## config.mk

```make
export PLATFORM = sky130hd
export DESIGN_NAME = sevseg_mux_driver
export DESIGN_NICKNAME = d
export VERILOG_FILES = /design/src/rtl/sevseg_pkg.sv /design/src/rtl/sevseg_decode.sv /design/src/rtl/sevseg_mux_driver.sv
export SDC_FILE = /design/constraint.sdc
export NUM_CORES = 1
export LEC_CHECK = 0
export ABC_AREA = 1
export CORE_MARGIN = 1
export CORE_UTILIZATION = 50
export DETAILED_ROUTE_END_ITERATION = 6
export PLACE_DENSITY = 0.69
export SLEW_MARGIN = 0
export SYNTH_ARGS = -nofsm -noshare
export SYNTH_HDL_FRONTEND = slang
export SYNTH_SLANG_ARGS = --single-unit
```

## constraint.sdc

```tcl
create_clock -name clk -period 3.1 [get_ports clk]
set_input_delay 0.31 -clock clk [delete_from_list [all_inputs] [get_ports clk]]
set_output_delay 0.31 -clock clk [all_outputs]
set_load 0.1 [all_outputs]
```

## src/rtl/sevseg_pkg.sv

```systemverilog
// Segment patterns shared by the seven-segment scan driver.
// Bit order is abcdefg, a = MSB, 1 = lit.
package sevseg_pkg;

  localparam logic [6:0] SEG_BLANK = 7'b0000000;

  localparam logic [6:0] SEG_0 = 7'b1111110;
  localparam logic [6:0] SEG_1 = 7'b0110000;
  localparam logic [6:0] SEG_2 = 7'b1101101;
  localparam logic [6:0] SEG_3 = 7'b1111001;
  localparam logic [6:0] SEG_4 = 7'b0110011;
  localparam logic [6:0] SEG_5 = 7'b1011011;
  localparam logic [6:0] SEG_6 = 7'b1011111;
  localparam logic [6:0] SEG_7 = 7'b1110000;
  localparam logic [6:0] SEG_8 = 7'b1111111;
  localparam logic [6:0] SEG_9 = 7'b1111011;

  localparam logic [6:0] SEG_A = 7'b1110111;
  localparam logic [6:0] SEG_B = 7'b0011111;
  localparam logic [6:0] SEG_C = 7'b1001110;
  localparam logic [6:0] SEG_D = 7'b0111101;
  localparam logic [6:0] SEG_E = 7'b1001111;
  localparam logic [6:0] SEG_F = 7'b1000111;

  // Hex letters are only shown when hex mode is on.
  function automatic logic [6:0] hex_or_blank(
    input logic       hex_mode,
    input logic [6:0] pat
  );
    return hex_mode ? pat : SEG_BLANK;
  endfunction

endpackage

```

## src/rtl/sevseg_decode.sv

```systemverilog
// Nibble to seven-segment decoder, purely combinational.
// Codes 10-15 are letters in hex mode, blank otherwise.
module sevseg_decode
  import sevseg_pkg::*;
(
  input  logic [3:0] i_nibble,
  input  logic       i_hex_mode,
  output logic [6:0] o_seg
);

  // Full 16-entry lookup; every code is covered.
  always_comb begin
    o_seg = SEG_BLANK;
    unique case (i_nibble)
      4'h0: o_seg = SEG_0;
      4'h1: o_seg = SEG_1;
      4'h2: o_seg = SEG_2;
      4'h3: o_seg = SEG_3;
      4'h4: o_seg = SEG_4;
      4'h5: o_seg = SEG_5;
      4'h6: o_seg = SEG_6;
      4'h7: o_seg = SEG_7;
      4'h8: o_seg = SEG_8;
      4'h9: o_seg = SEG_9;
      4'hA: o_seg = hex_or_blank(i_hex_mode, SEG_A);
      4'hB: o_seg = hex_or_blank(i_hex_mode, SEG_B);
      4'hC: o_seg = hex_or_blank(i_hex_mode, SEG_C);
      4'hD: o_seg = hex_or_blank(i_hex_mode, SEG_D);
      4'hE: o_seg = hex_or_blank(i_hex_mode, SEG_E);
      4'hF: o_seg = hex_or_blank(i_hex_mode, SEG_F);
    endcase
  end

endmodule

```

## src/rtl/sevseg_mux_driver.sv

```systemverilog
// Multiplexed seven-segment scan driver with frame-synchronous update.
// Define SEVSEG_LZB_EN to blank leading zero digits.
module sevseg_mux_driver
  import sevseg_pkg::*;
#(
  parameter int NUM_DIGITS  = 4,
  parameter int REFRESH_DIV = 1000,
  parameter int HEX_MODE    = 0
) (
  input  logic                    clk,
  input  logic                    rst,
  input  logic                    load,
  input  logic [4*NUM_DIGITS-1:0] data_in,
  input  logic [NUM_DIGITS-1:0]   dp_in,
  output logic                    load_ack,
  output logic [6:0]              seg,
  output logic                    dp,
  output logic [NUM_DIGITS-1:0]   an,
  output logic                    frame_done
);

  localparam int PW = $clog2(REFRESH_DIV);
  localparam int IW = $clog2(NUM_DIGITS);
  localparam int DW = 4 * NUM_DIGITS;

  localparam logic [PW-1:0] PRE_LAST = PW'(REFRESH_DIV - 1);
  localparam logic [IW-1:0] IDX_LAST = IW'(NUM_DIGITS - 1);

  logic [PW-1:0]         r_presc;
  logic [IW-1:0]         r_idx;
  logic [DW-1:0]         r_pend_data;
  logic [NUM_DIGITS-1:0] r_pend_dp;
  logic                  r_pend_valid;
  logic [DW-1:0]         r_disp_data;
  logic [NUM_DIGITS-1:0] r_disp_dp;
  logic [6:0]            r_seg;
  logic                  r_dp;
  logic [NUM_DIGITS-1:0] r_an;
  logic                  r_load_ack;
  logic                  r_frame_done;

  logic                  w_tick;
  logic                  w_wrap;
  logic                  w_hex_mode;
  logic [3:0]            w_nib;
  logic                  w_dp_sel;
  logic [NUM_DIGITS-1:0] w_an_sel;
  logic [6:0]            w_dec_seg;
  logic [6:0]            w_seg_out;

  assign w_tick     = (r_presc == PRE_LAST);
  assign w_wrap     = w_tick && (r_idx == IDX_LAST);
  assign w_hex_mode = (HEX_MODE != 0);

  // Prescaler: one tick every REFRESH_DIV clocks.
  always_ff @(posedge clk or posedge rst) begin
    if (rst) begin
      r_presc <= '0;
    end else if (w_tick) begin
      r_presc <= '0;
    end else begin
      r_presc <= r_presc + 1'b1;
    end
  end

  // Digit index advances on each tick and wraps at the last digit.
  always_ff @(posedge clk or posedge rst) begin
    if (rst) begin
      r_idx <= '0;
    end else if (w_tick) begin
      if (r_idx == IDX_LAST) begin
        r_idx <= '0;
      end else begin
        r_idx <= r_idx + 1'b1;
      end
    end
  end

  // Pending buffer and display register; display only changes on wrap.
  // A load landing exactly on the wrap goes straight to the display.
  always_ff @(posedge clk or posedge rst) begin
    if (rst) begin
      r_pend_data  <= '0;
      r_pend_dp    <= '0;
      r_pend_valid <= 1'b0;
      r_disp_data  <= '0;
      r_disp_dp    <= '0;
    end else if (w_wrap) begin
      if (load) begin
        r_disp_data  <= data_in;
        r_disp_dp    <= dp_in;
        r_pend_valid <= 1'b0;
      end else if (r_pend_valid) begin
        r_disp_data  <= r_pend_data;
        r_disp_dp    <= r_pend_dp;
        r_pend_valid <= 1'b0;
      end
    end else if (load) begin
      r_pend_data  <= data_in;
      r_pend_dp    <= dp_in;
      r_pend_valid <= 1'b1;
    end
  end

  // Select the active digit's nibble, point and anode.
  always_comb begin
    w_nib    = 4'h0;
    w_dp_sel = 1'b0;
    w_an_sel = '0;
    for (int i = 0; i < NUM_DIGITS; i++) begin
      if (r_idx == IW'(i)) begin
        w_nib       = r_disp_data[4*i +: 4];
        w_dp_sel    = r_disp_dp[i];
        w_an_sel[i] = 1'b1;
      end
    end
  end

  sevseg_decode u_decode (
    .i_nibble   (w_nib),
    .i_hex_mode (w_hex_mode),
    .o_seg      (w_dec_seg)
  );

`ifdef SEVSEG_LZB_EN
  logic [NUM_DIGITS-1:0] w_blank;

  // Mark digits that are zero and have only zeros above them.
  always_comb begin : lzb
    logic v_run;
    v_run   = 1'b1;
    w_blank = '0;
    for (int i = NUM_DIGITS - 1; i >= 1; i--) begin
      v_run      = v_run & (r_disp_data[4*i +: 4] == 4'h0);
      w_blank[i] = v_run;
    end
  end

  assign w_seg_out = (|(w_blank & w_an_sel)) ? SEG_BLANK : w_dec_seg;
`else
  assign w_seg_out = w_dec_seg;
`endif

  // Registered digit outputs plus the frame and ack pulses.
  always_ff @(posedge clk or posedge rst) begin
    if (rst) begin
      r_seg        <= SEG_BLANK;
      r_dp         <= 1'b0;
      r_an         <= '0;
      r_load_ack   <= 1'b0;
      r_frame_done <= 1'b0;
    end else begin
      r_seg        <= w_seg_out;
      r_dp         <= w_dp_sel;
      r_an         <= w_an_sel;
      r_load_ack   <= w_wrap && (load || r_pend_valid);
      r_frame_done <= w_wrap;
    end
  end

  assign seg        = r_seg;
  assign dp         = r_dp;
  assign an         = r_an;
  assign load_ack   = r_load_ack;
  assign frame_done = r_frame_done;

endmodule

```

==> results.rst, run 1 <==
.. list-table::
   :header-rows: 1

   * - Metric
     - Value
   * - CTS tree
     - done
   * - Crit-path leading delay family
     - buffers and inverters
   * - Net switching power figure
     - between 300 and 400 µW
   * - Pin count of the biggest net entering global routing
     - 42
   * - Antenna Cells
     - 0
   * - Count of buffers from port buffering
     - 36
   * - Number of nets in the synthesized netlist
     - about 370
   * - Number of max-cap violations
     - 0
   * - IR Drop Worst-Case VDD
     - 0.255 mV
   * - Total number of yosys warnings
     - 0
   * - Initial core utilization
     - between 50% and 60%
   * - Endpoints failing setup
     - 0
   * - Fraction of power consumed by the clock network
     - between 30% and 40%
   * - Switching part of the total power
     - between 20% and 30%
   * - Area of the multi-input gates
     - about 0.0013 mm²
   * - Part of the power in registers
     - between 50% and 60%
   * - Last weighted congestion value of the routability-driven placer
     - slightly above 0.9
   * - Number of gates given a new drive strength after cts
     - 0
   * - Initial antenna violation count
     - 0
   * - Setup TNS Final
     - 0 ns
   * - H-tree Lvls
     - 3
   * - Leak Pwr
     - ~0.0019 µW
   * - Fin. Hold Viols
     - 0
   * - Worst slew pin tran
     - roughly 0.97 ns
   * - Count of hold buffers inserted by post-cts repair
     - 0
   * - Max Buffers Root-to-Sink
     - 2
   * - Horizontal die dimension
     - ~82 µm
   * - Global-route wire length before repair
     - 10,400 µm
   * - Fill cell total of the finished layout
     - between 500 and 600
   * - Gate count of the mapped netlist
     - 340
   * - Highest net fanout along the worst path
     - 1
   * - Max Clock Freq
     - around 470 MHz
   * - Post-DP HPWL
     - 4290 µm
   * - Worst Path Required
     - ~2.8 ns
   * - Routed wirelength normalized by instance count
     - 13.5 µm
   * - Run status
     - completed
   * - Area of all sequential standard cells
     - between 0.0015 and 0.002 mm²
   * - Overall fraction of global-route tracks in use
     - roughly a fifth
   * - Clock buffers created by TritonCTS
     - 9
   * - Combinational fraction of design power
     - under 10%
   * - Vertical extent of the die
     - ~82 µm
   * - Commonest non-fill, non-tap cell in the layout
     - nand2_1
   * - Number of global-route vias before repair
     - around 2,300
   * - Number of distinct library cell variants in the gate-level netlist after synthesis
     - 31
   * - Final cycle utilization of the critical path
     - between 60% and 70%
   * - Number of max-slew violations in the final report
     - 0
   * - Wirelength, routed
     - 6140 µm
   * - Total global routing overflow
     - 0
   * - Buffers & Inverters on Critical Path
     - 1
   * - Worst Path Class, Setup
     - flop to output pin
   * - RSZ-0062 raised after global routing
     - false
   * - Nature of the critical path endpoint
     - output pin
   * - Critical path cell sequence
     - clkdlybuf4s50_1
   * - Source-to-sink clock delay at the later pin of the worst-skew pair
     - between 0.3 and 0.4 ns
   * - Non-Filler Cell Area, Final
     - approximately 0.0037 mm²
   * - Antenna-violating nets left
     - 0
   * - Signed area change from the synthesized netlist to the final layout
     - 16.9%
   * - Die area
     - 0.00672 mm²
   * - Total power density per cell area
     - ~440 mW/mm²
   * - Routed via count
     - roughly 2,400
   * - Cell area after synthesis
     - 0.00320 mm²
   * - Average cell area after synthesis
     - about 9.4 µm²
   * - Area of the core region
     - just over 0.006 mm²
   * - Via-to-Cell Ratio
     - a little over 5
   * - Number of search-and-repair iterations in the first detailed-routing pass
     - 4
   * - Min Tclk post-route
     - 2.11 ns
   * - Sequential share of the synthesized area
     - a little over half
   * - Drt first-iter violations
     - between 100 and 150
   * - Relative slew margins
     - between 30% and 40%
   * - Fraction of final layout cells with drive strength greater than 1
     - roughly 14%
   * - Worst setup skew after layout
     - between 0.01 and 0.015 ns
   * - Worst hold slack across all endpoints
     - about 0.41 ns
   * - Finished Core Util
     - between 60% and 70%
   * - CP peak stage delay
     - roughly 1.1 ns
   * - Library cell contributing the largest single delay on the critical path
     - clkdlybuf4s50_1
   * - Root buffer selected by CTS
     - clkbuf_8
   * - Cell internal pwr
     - approximately 1300 µW
   * - Buffers inserted by post-CTS timing repair
     - 0
   * - Layout Nets
     - 404
   * - Most frequent cells in the layout
     - nand2_1 (97), dfrtp_1 (67), nand3_1 (35), clkdlybuf4s50_1 (35), inv_1 (22)
   * - Total number of clock tree sinks
     - 67
   * - Startpoint type of the worst setup path
     - flop
   * - Dpl cell area
     - about 0.0036 mm²
   * - Final routed DRC violation total
     - 0
   * - Critical path data arrival time
     - between 1.5 and 2 ns
   * - Register bit count reported by yosys
     - 67
   * - Worst min-delay path class
     - primary input to asynchronous set/reset pin
   * - Top-level I/O count
     - 37
   * - Site Rows
     - 28
   * - Clock transition time at the flip-flop clock pins of the worst setup and hold paths
     - about 0.07 ns
[power by group through the flow]
stage,Clock (µW),Sequential (µW),Combinational [µW]
6_report,613,909,119
5_1_grt,668,911,135
4_1_cts,631,909,122
3_5_place_dp,0,925,121
3_3_place_gp,0,924,119
2_1_floorplan,0,922,74.0
[per-layer routing]
layer | global-route usage, % | up-vias | routed length [µm]
met1 | 28.4 | 1118 | 2860
met3 | 5.00 | 12 | 257
met5 | 0 | - | 0
met2 | 32.1 | 52 | 2900
met4 | 11.6 | 0 | 126
li1 | - | 1180 | -
[metrics by stage]
stage	instances	power, µW	setup slack (ns)
6_report	455	1640	0.993
5_1_grt	455	1710	0.943
4_1_cts	455	1660	0.974
3_5_place_dp	440	1050	1.27
3_3_place_gp	440	1040	1.31
2_1_floorplan	340	996	1.11
[kinds of logic after synthesis]
logic type	share of synthesized area (%)
simple gates	23.5
mux	6.26
xor+xnor	0.274
compound gates	9.23
buf+inv	6.38
flops	52.4
fa+ha+maj	1.96
[worst paths after layout]
check	depth (start not counted)	to	startpoint	slack, ns
min reg2reg	2	r_pend_dp[2]$_DFFE_PP0P_	r_pend_dp[2]$_DFFE_PP0P_	0.47
max reg2reg	7	r_pend_data[8]$_DFFE_PP0P_	r_presc[0]$_DFF_PP0_	1.27
max in group asynchronous	3	r_pend_data[4]$_DFFE_PP0P_	rst	2.05
min	2	r_pend_data[5]$_DFFE_PP0P_	rst	0.41
max	1	frame_done	frame_done$_DFF_PP0_	0.99
min in group clk	2	r_pend_dp[2]$_DFFE_PP0P_	r_pend_dp[2]$_DFFE_PP0P_	0.47
[cells in the mapped netlist]
master / n / share of area (%)
dfrtp_1: 67 / 52
or2_2: 1 / 0.20
nand3_1: 35 / 5.5
o21ai_2: 20 / 5.5
inv_2: 3 / 0.35
nor3_4: 1 / 0.51
inv_1: 23 / 2.7
o21ai_0: 6 / 0.94
a31oi_1: 1 / 0.20
buf_6: 6 / 2.1
a21oi_2: 1 / 0.27
nor2_4: 2 / 0.70
a21oi_1: 12 / 1.9
nor3_1: 1 / 0.16
mux2i_1: 20 / 6.3
nand2_1: 97 / 11
clkbuf_1: 1 / 0.12
nand2_4: 2 / 0.70
a211oi_1: 1 / 0.23
o211ai_1: 1 / 0.23
xor2_1: 1 / 0.27
buf_4: 1 / 0.23
nand4_1: 2 / 0.39
nand3b_4: 1 / 0.63
buf_2: 4 / 0.63
nor2_1: 17 / 2.0
nand3b_1: 1 / 0.23
nand2_2: 4 / 0.78
buf_1: 2 / 0.23
ha_1: 5 / 2.0
nand3_2: 1 / 0.31
[flip-flops by register name (all words and copies together), names as in the netlist]
register	count
r_presc	10
an	4
r_disp_data	16
r_pend_data	16
load_ack	1
frame_done	1
r_disp_dp	4
r_idx	2
dp	1
seg	7
r_pend_valid	1
r_pend_dp	4
[cell type report]
type	instances	share of cell area [%]
clock buffer	13	3.98
multi-input combinational	233	35.3
inverter	26	2.61
timing repair buffer	39	10.4
clock inverter	2	0.335
sequential	67	44.9
tap	75	2.51
Power figures use the tool's default switching activity.
==> inputs of run 2 (changes only) <==
Settings changed: PLACE_DENSITY 0.69 to 0.72.
Clock period 3.1 ns to 1.8 ns, I/O delays scaled along.
==> run 2 against run 1 <==
- global-route usage decreased by 0.50 points
- clock power rose by 89%
- register-to-register slack got worse by 1.2 ns
- critical path type is now flop to flop
==> results.rst, run 2 (synthesized netlist as in run 1, its figures left out) <==
.. list-table::
   :header-rows: 1

   * - Metric
     - Value
   * - Number of max-cap violations
     - 0
   * - Worst setup endpoint
     - seg[6]$_DFF_PP0_
   * - Net switching power figure
     - between 700 and 800 µW
   * - Antenna Cells
     - 0
   * - Dpl cell area
     - around 0.0036 mm²
   * - Vertical extent of the die
     - 82.0 µm
   * - Final routed DRC violation total
     - 0
   * - Clock transition time at the flip-flop clock pins of the worst setup and hold paths
     - approximately 0.080 ns
   * - Relative slew margins
     - 74.2%
   * - Fin. Hold Viols
     - 0
   * - Clock buffers created by TritonCTS
     - 9
   * - Total number of clock tree sinks
     - 67
   * - Source-to-sink clock delay at the later pin of the worst-skew pair
     - between 0.3 and 0.4 ns
   * - Routed wirelength normalized by instance count
     - about 13 µm
   * - Startpoint type of the worst setup path
     - flop
   * - Pin count of the biggest net entering global routing
     - 68
   * - Fraction of power consumed by the clock network
     - between 30% and 40%
   * - Via-to-Cell Ratio
     - 5.20
   * - Total power density per cell area
     - ~750 mW/mm²
   * - Max Clock Freq
     - approximately 570 MHz
   * - Final cycle utilization of the critical path
     - 96.9%
   * - Initial antenna violation count
     - 0
   * - Signed area change from the synthesized netlist to the final layout
     - 22.7%
   * - CTS tree
     - done
   * - Worst Path Required
     - 2.02 ns
   * - Met2 wire len
     - between 2000 and 3000 µm
   * - Pre-CTS setup slack
     - around 0.031 ns
   * - Max Buffers Root-to-Sink
     - 2
   * - Post-DP HPWL
     - 4200 µm
   * - Detailed-routed wire length on met3
     - slightly below 300 µm
   * - Part of the power in registers
     - between 50% and 60%
   * - Worst Path Class, Setup
     - flop to flop
   * - Worst min-delay path class
     - primary input to asynchronous set/reset pin
   * - Horizontal die dimension
     - around 80 µm
   * - Wirelength, routed
     - around 6200 µm
   * - H-tree Lvls
     - 3
   * - Cell internal pwr
     - 2220 µW
   * - Number of search-and-repair iterations in the first detailed-routing pass
     - 4
   * - Number of global-route vias before repair
     - ~2,200
   * - Count of buffers from port buffering
     - 36
   * - Top layer in use
     - met4
   * - Worst reg2reg endpoint
     - seg[6]$_DFF_PP0_
   * - Number of max-slew violations in the final report
     - 0
   * - Slack of the worst reg-to-reg path
     - 0.06 ns
   * - Critical Path Start
     - r_idx[0]$_DFFE_PP0N_
   * - Worst slew pin tran
     - between 0.3 and 0.4 ns
   * - Nature of the critical path endpoint
     - flop
   * - Initial core utilization
     - 52.8%
   * - Critical path data arrival time
     - 1.97 ns
   * - Beginning of the worst register-to-register path
     - r_idx[0]$_DFFE_PP0N_
   * - RSZ-0062 raised after global routing
     - true
   * - Count of hold buffers inserted by post-cts repair
     - 0
   * - Highest net fanout along the worst path
     - 6
   * - Drt first-iter violations
     - between 80 and 90
   * - Fill cell total of the finished layout
     - 519
   * - Endpoints failing setup
     - 0
   * - Total global routing overflow
     - 0
   * - Min Tclk post-route
     - between 1.5 and 2 ns
   * - IR Drop Worst-Case VDD
     - ~0.65 mV
   * - Last weighted congestion value of the routability-driven placer
     - between 0.9 and 1
   * - Die area
     - roughly 0.0067 mm²
   * - Area of the core region
     - ~0.0061 mm²
   * - Overall fraction of global-route tracks in use
     - 20.9%
   * - Commonest non-fill, non-tap cell in the layout
     - nand2_1
   * - Final worst slack
     - around 0.057 ns
   * - Worst setup skew after layout
     - 0.0106 ns
   * - Metal-1 WL
     - 2960 µm
   * - Global-route wire length before repair
     - 10,300 µm
   * - Run status
     - completed
   * - Antenna-violating nets left
     - 0
   * - Combinational fraction of design power
     - approximately 7.2%
   * - Depth of the worst register-to-register path
     - 11
   * - Fraction of final layout cells with drive strength greater than 1
     - around a quarter
   * - Top-level I/O count
     - 37
   * - Root buffer selected by CTS
     - clkbuf_8
   * - Switching part of the total power
     - around a quarter
   * - Largest registers
     - r_disp_data (16), r_pend_data (16), r_presc (10)
   * - Worst hold slack across all endpoints
     - 0.261 ns
   * - Most frequent cells in the layout
     - nand2_1 (94), dfrtp_1 (66), nand3_1 (35), buf_4 (24), clkdlybuf4s50_1 (21)
   * - Layout Nets
     - slightly above 400
   * - Site Rows
     - 28
   * - Routed via count
     - about 2,400
   * - Non-Filler Cell Area, Final
     - between 0.003 and 0.004 mm²
   * - Leak Pwr
     - about 0.0020 µW
## run 2: cell types whose count changed in the layout (fill, tap and decap cells not counted), sizes merged
| cell | before | now |
|---|---|---|
| buf | 4 | 29 |
| clkinv | 1 | 3 |
| clkbuf | 13 | 11 |
| clkdlybuf4s50 | 35 | 21 |
| clkinvlp | 1 | 4 |
| inv | 26 | 24 |
## run 2: area by class of cell
type / instances / area, µm² / area share [%]
Sequential cell: 67 / 1680 / 42.7
Clock inverter: 5 / 37.5 / 0.956
Tap cell: 75 / 93.8 / 2.39
Multi-Input combinational cell: 233 / 1380 / 35.2
Inverter: 26 / 108 / 2.74
Timing Repair Buffer: 50 / 475 / 12.1
Clock buffer: 11 / 151 / 3.86
## run 2: stage by stage
stage	utilization [%]	TNS, ns	total power (µW)	instances
finish	64.8	0	2930	467
global route	64.8	-0.0916	3060	467
CTS	63.1	0	2970	463
detailed placement	60.0	0	1810	447
global placement	60.0	0	1800	447
floorplan	-	0	1720	340
## run 2: routing by layer
| layer | global-route usage (%) | vias to the layer above |
|---|---|---|
| met2 | 31.9 | 62 |
| met1 | 27.0 | 1144 |
| met5 | 0 | - |
| li1 | - | 1206 |
| met4 | 7.72 | 0 |
| met3 | 7.67 | 18 |
## run 2: worst min path at each step
stage	start	end	slack [ns]	cells past startpoint
global placement	r_pend_data[4]$_DFFE_PP0P_	r_pend_data[4]$_DFFE_PP0P_	0.45	2
CTS	load	r_pend_data[9]$_DFFE_PP0P_	0.24	3
detailed placement	r_pend_data[6]$_DFFE_PP0P_	r_pend_data[6]$_DFFE_PP0P_	0.46	2
global route	load	r_pend_data[7]$_DFFE_PP0P_	0.26	3
floorplan	data_in[11]	r_pend_data[11]$_DFFE_PP0P_	0.32	2
finish	rst	r_presc[6]$_DFF_PP0_	0.26	3
## run 2: power groups by stage
stage                     combinational [µW]  sequential [µW]  clock [µW]
after CTS                                215             1560        1190
after detailed placement                 215             1590           0
final                                    211             1560        1160
after global placement                   211             1590           0
after floorplan                          128             1590           0
after global routing                     236             1570        1250
## run 2: what timing repair did
| item | in CTS | in global routing |
|---|---|---|
| resized for setup | 1 | 18 |
| pin swaps | 0 | 4 |
| setup buffers | 0 | 4 |
| endpoints found under the setup margin | 1 | 7 |
## run 2: critical path, stage by stage (launching register included)
cell     delay, ns
dfrtp_2       0.44
buf_4         0.15
ha_4          0.19
buf_4         0.14
nand2_1       0.05
nand3_1       0.08
nand2_1       0.08
nand2_2       0.08
nor2_1        0.12
nor2_1        0.06
nor2_1        0.14
nand3_1       0.08
==> inputs of run 3 (changes only) <==
--- a/constraint.sdc
+++ b/constraint.sdc
@@ -3,2 +3,2 @@
 set_output_delay 0.18 -clock clk [all_outputs]
-set_load 0.1 [all_outputs]
+set_load 0.005 [all_outputs]
==> run 3 against run 2 <==
- combinational power about the same
- register-to-register slack better by 0.08 ns
- clock power rose by 24%
- maximum frequency rose by 4.6%
- non-clock buffer count shrank 1
- routed wire length rose by 0.83%
- first-iteration DRC count up 60%
- hold slack lost 0.076 ns
- sequential share of layout area decreased by 0.60 points
- cell count fell by 0.21%
- count of clock-buffer cells in the layout grew 2
- critical path type unchanged
==> results.rst, run 3 (synthesized netlist as in run 1, its figures left out) <==
.. list-table::
   :header-rows: 1

   * - Metric
     - Value
   * - Run status
     - completed
   * - Highest net fanout along the worst path
     - 7
   * - Max Buffers Root-to-Sink
     - 2
   * - Cell internal pwr
     - 2540 µW
   * - Critical path cell sequence
     - inv_4 > ha_4 > inv_2 > nor2_1 > nor2_1 > nand2_1 > nand2_1 > nor2_1 > nor2_1 > nor2_1 > nand3_1
   * - Slack of the worst reg-to-reg path
     - 0.13 ns
   * - Signed area change from the synthesized netlist to the final layout
     - 24.5%
   * - Leak Pwr
     - around 0.002 µW
   * - Min Tclk post-route
     - approximately 1.7 ns
   * - Antenna Cells
     - 0
   * - Post-DP HPWL
     - about 4300 µm
   * - Initial core utilization
     - 52.8%
   * - Setup TNS Final
     - 0 ns
   * - Overall fraction of global-route tracks in use
     - a little over a fifth
   * - Library cell contributing the largest single delay on the critical path
     - dfrtp_2
   * - Layout Nets
     - around 410
   * - Clock buffers created by TritonCTS
     - 9
   * - Clock transition time at the flip-flop clock pins of the worst setup and hold paths
     - 0.07 ns
   * - Total global routing overflow
     - 0
   * - Count of buffers from port buffering
     - 36
   * - Fraction of final layout cells with drive strength greater than 1
     - between 10% and 20%
   * - Number of max-slew violations in the final report
     - 0
   * - Source-to-sink clock delay at the later pin of the worst-skew pair
     - around 0.34 ns
   * - Fraction of power consumed by the clock network
     - between 40% and 50%
   * - Initial antenna violation count
     - 0
   * - H-tree Lvls
     - 3
   * - Worst min-delay path class
     - primary input to flop
   * - Hold path startpoint
     - load
   * - Via-to-Cell Ratio
     - between 5 and 6
   * - Endpoints failing setup
     - 0
   * - IR Drop Worst-Case VDD
     - 0.580 mV
   * - Horizontal die dimension
     - roughly 82 µm
   * - Critical path data arrival time
     - 1.88 ns
   * - Relative slew margins
     - between 60% and 70%
   * - Combinational fraction of design power
     - 6.7%
   * - CP peak stage delay
     - 0.46 ns
   * - Startpoint type of the worst setup path
     - flop
   * - Worst Path Required
     - 2.02 ns
   * - Total number of clock tree sinks
     - 67
   * - Most frequent cells in the layout
     - nand2_1 (95), dfrtp_1 (66), nand3_1 (35), clkdlybuf4s50_1 (35)
   * - Global-route wire length before repair
     - about 10,000 µm
   * - Site Rows
     - 28
   * - Final routed DRC violation total
     - 0
   * - Finished Core Util
     - 65.7%
   * - Worst hold slack across all endpoints
     - about 0.18 ns
   * - Routed wirelength normalized by instance count
     - roughly 13 µm
   * - Wirelength, routed
     - roughly 6300 µm
   * - Nature of the critical path endpoint
     - flop
   * - Final cycle utilization of the critical path
     - 92.6%
   * - Last weighted congestion value of the routability-driven placer
     - between 0.8 and 0.9
   * - Worst slew pin tran
     - ~0.55 ns
   * - Max Clock Freq
     - around 600 MHz
   * - Vertical extent of the die
     - around 80 µm
   * - Root buffer selected by CTS
     - clkbuf_8
   * - Pin count of the biggest net entering global routing
     - 24
   * - Crit-path most repeated cell
     - nor2_1
   * - Worst setup skew after layout
     - 0.00705 ns
   * - Area of the core region
     - around 0.0061 mm²
   * - Critical Path Start
     - r_idx[0]$_DFFE_PP0N_
   * - Beginning of the worst register-to-register path
     - r_idx[0]$_DFFE_PP0N_
   * - Fin. Hold Viols
     - 0
   * - Die area
     - about 0.0067 mm²
   * - Drt first-iter violations
     - 138
   * - Antenna-violating nets left
     - 0
   * - Number of max-cap violations
     - 0
   * - Total power density per cell area
     - 809 mW/mm²
   * - Largest registers
     - r_disp_data (16), r_pend_data (16), r_presc (10)
   * - Net switching power figure
     - a little under 700 µW
   * - Switching part of the total power
     - 21.1%
   * - Routed via count
     - 2,407
   * - Part of the power in registers
     - 48.6%
   * - CTS tree
     - done
   * - Top-level I/O count
     - 37
   * - Commonest non-fill, non-tap cell in the layout
     - nand2_1
   * - Number of search-and-repair iterations in the first detailed-routing pass
     - 6
   * - Number of global-route vias before repair
     - between 2,000 and 2,500
   * - Worst Path Class, Setup
     - flop to flop
## run 3: metal layers
metal / track usage [%] / vias to the layer above / share of wire [%]
li1: - / 1201 / -
met1: 28.6 / 1133 / 47
met2: 31.9 / 64 / 47
met3: 5.56 / 9 / 4.5
met4: 8.60 / 0 / 1.3
met5: 0 / - / 0
## run 3: power groups by stage
| stage | Combinational, µW | Sequential [µW] | Clock [µW] |
|---|---|---|---|
| 2_1_floorplan | 128 | 1590 | 0 |
| 3_3_place_gp | 213 | 1590 | 0 |
| 4_1_cts | 218 | 1560 | 1480 |
| 5_1_grt | 242 | 1570 | 1530 |
| 6_report | 214 | 1560 | 1440 |
| 3_5_place_dp | 218 | 1590 | 0 |
## run 3: critical path: cells and delay by family, from the launching register on
| family | cells | cell delay [ns] |
|---|---|---|
| buf+inv | 2 | 0.18 |
| flops | 1 | 0.46 |
| fa+ha+maj | 1 | 0.19 |
| simple gates | 8 | 0.70 |
## run 3: worst paths after layout
check	to	cells past startpoint
max	seg[6]$_DFF_PP0_	11
min	r_pend_data[1]$_DFFE_PP0P_	3
max reg2reg	seg[6]$_DFF_PP0_	11
min reg2reg	r_pend_data[7]$_DFFE_PP0P_	2
max in group asynchronous	r_presc[1]$_DFF_PP0_	3
min in group asynchronous	r_presc[8]$_DFF_PP0_	2
## run 3: cell type report
cell class,count,area (µm²)
fillers,503,2080
flip-flops and latches,67,1680
multi-input cells,233,1370
repair buffers,49,503
clock buffers,13,169
inverters,26,104
well taps,75,93.8
clock inverters,3,68.8
## run 3: repair_timing
item | 4_1_cts | 5_1_grt
endpoints found under the setup margin | 0 | 7
resized for setup | 0 | 14
endpoints found under the hold margin | 0 | 0
hold buffers | 0 | 0
buffers inserted | 0 | 1
## run 3: per-stage QoR
step / cell area (µm²) / worst slack (ns) / cells / power, µW
after detailed placement: 3680 / 0.0655 / 449 / 1810
after global placement: 3680 / 0.126 / 449 / 1800
final: 3980 / 0.134 / 466 / 3220
after floorplan: 3200 / 0.276 / 340 / 1720
after global routing: 3980 / -0.00537 / 466 / 3340
after CTS: 3920 / 0.0283 / 465 / 3260
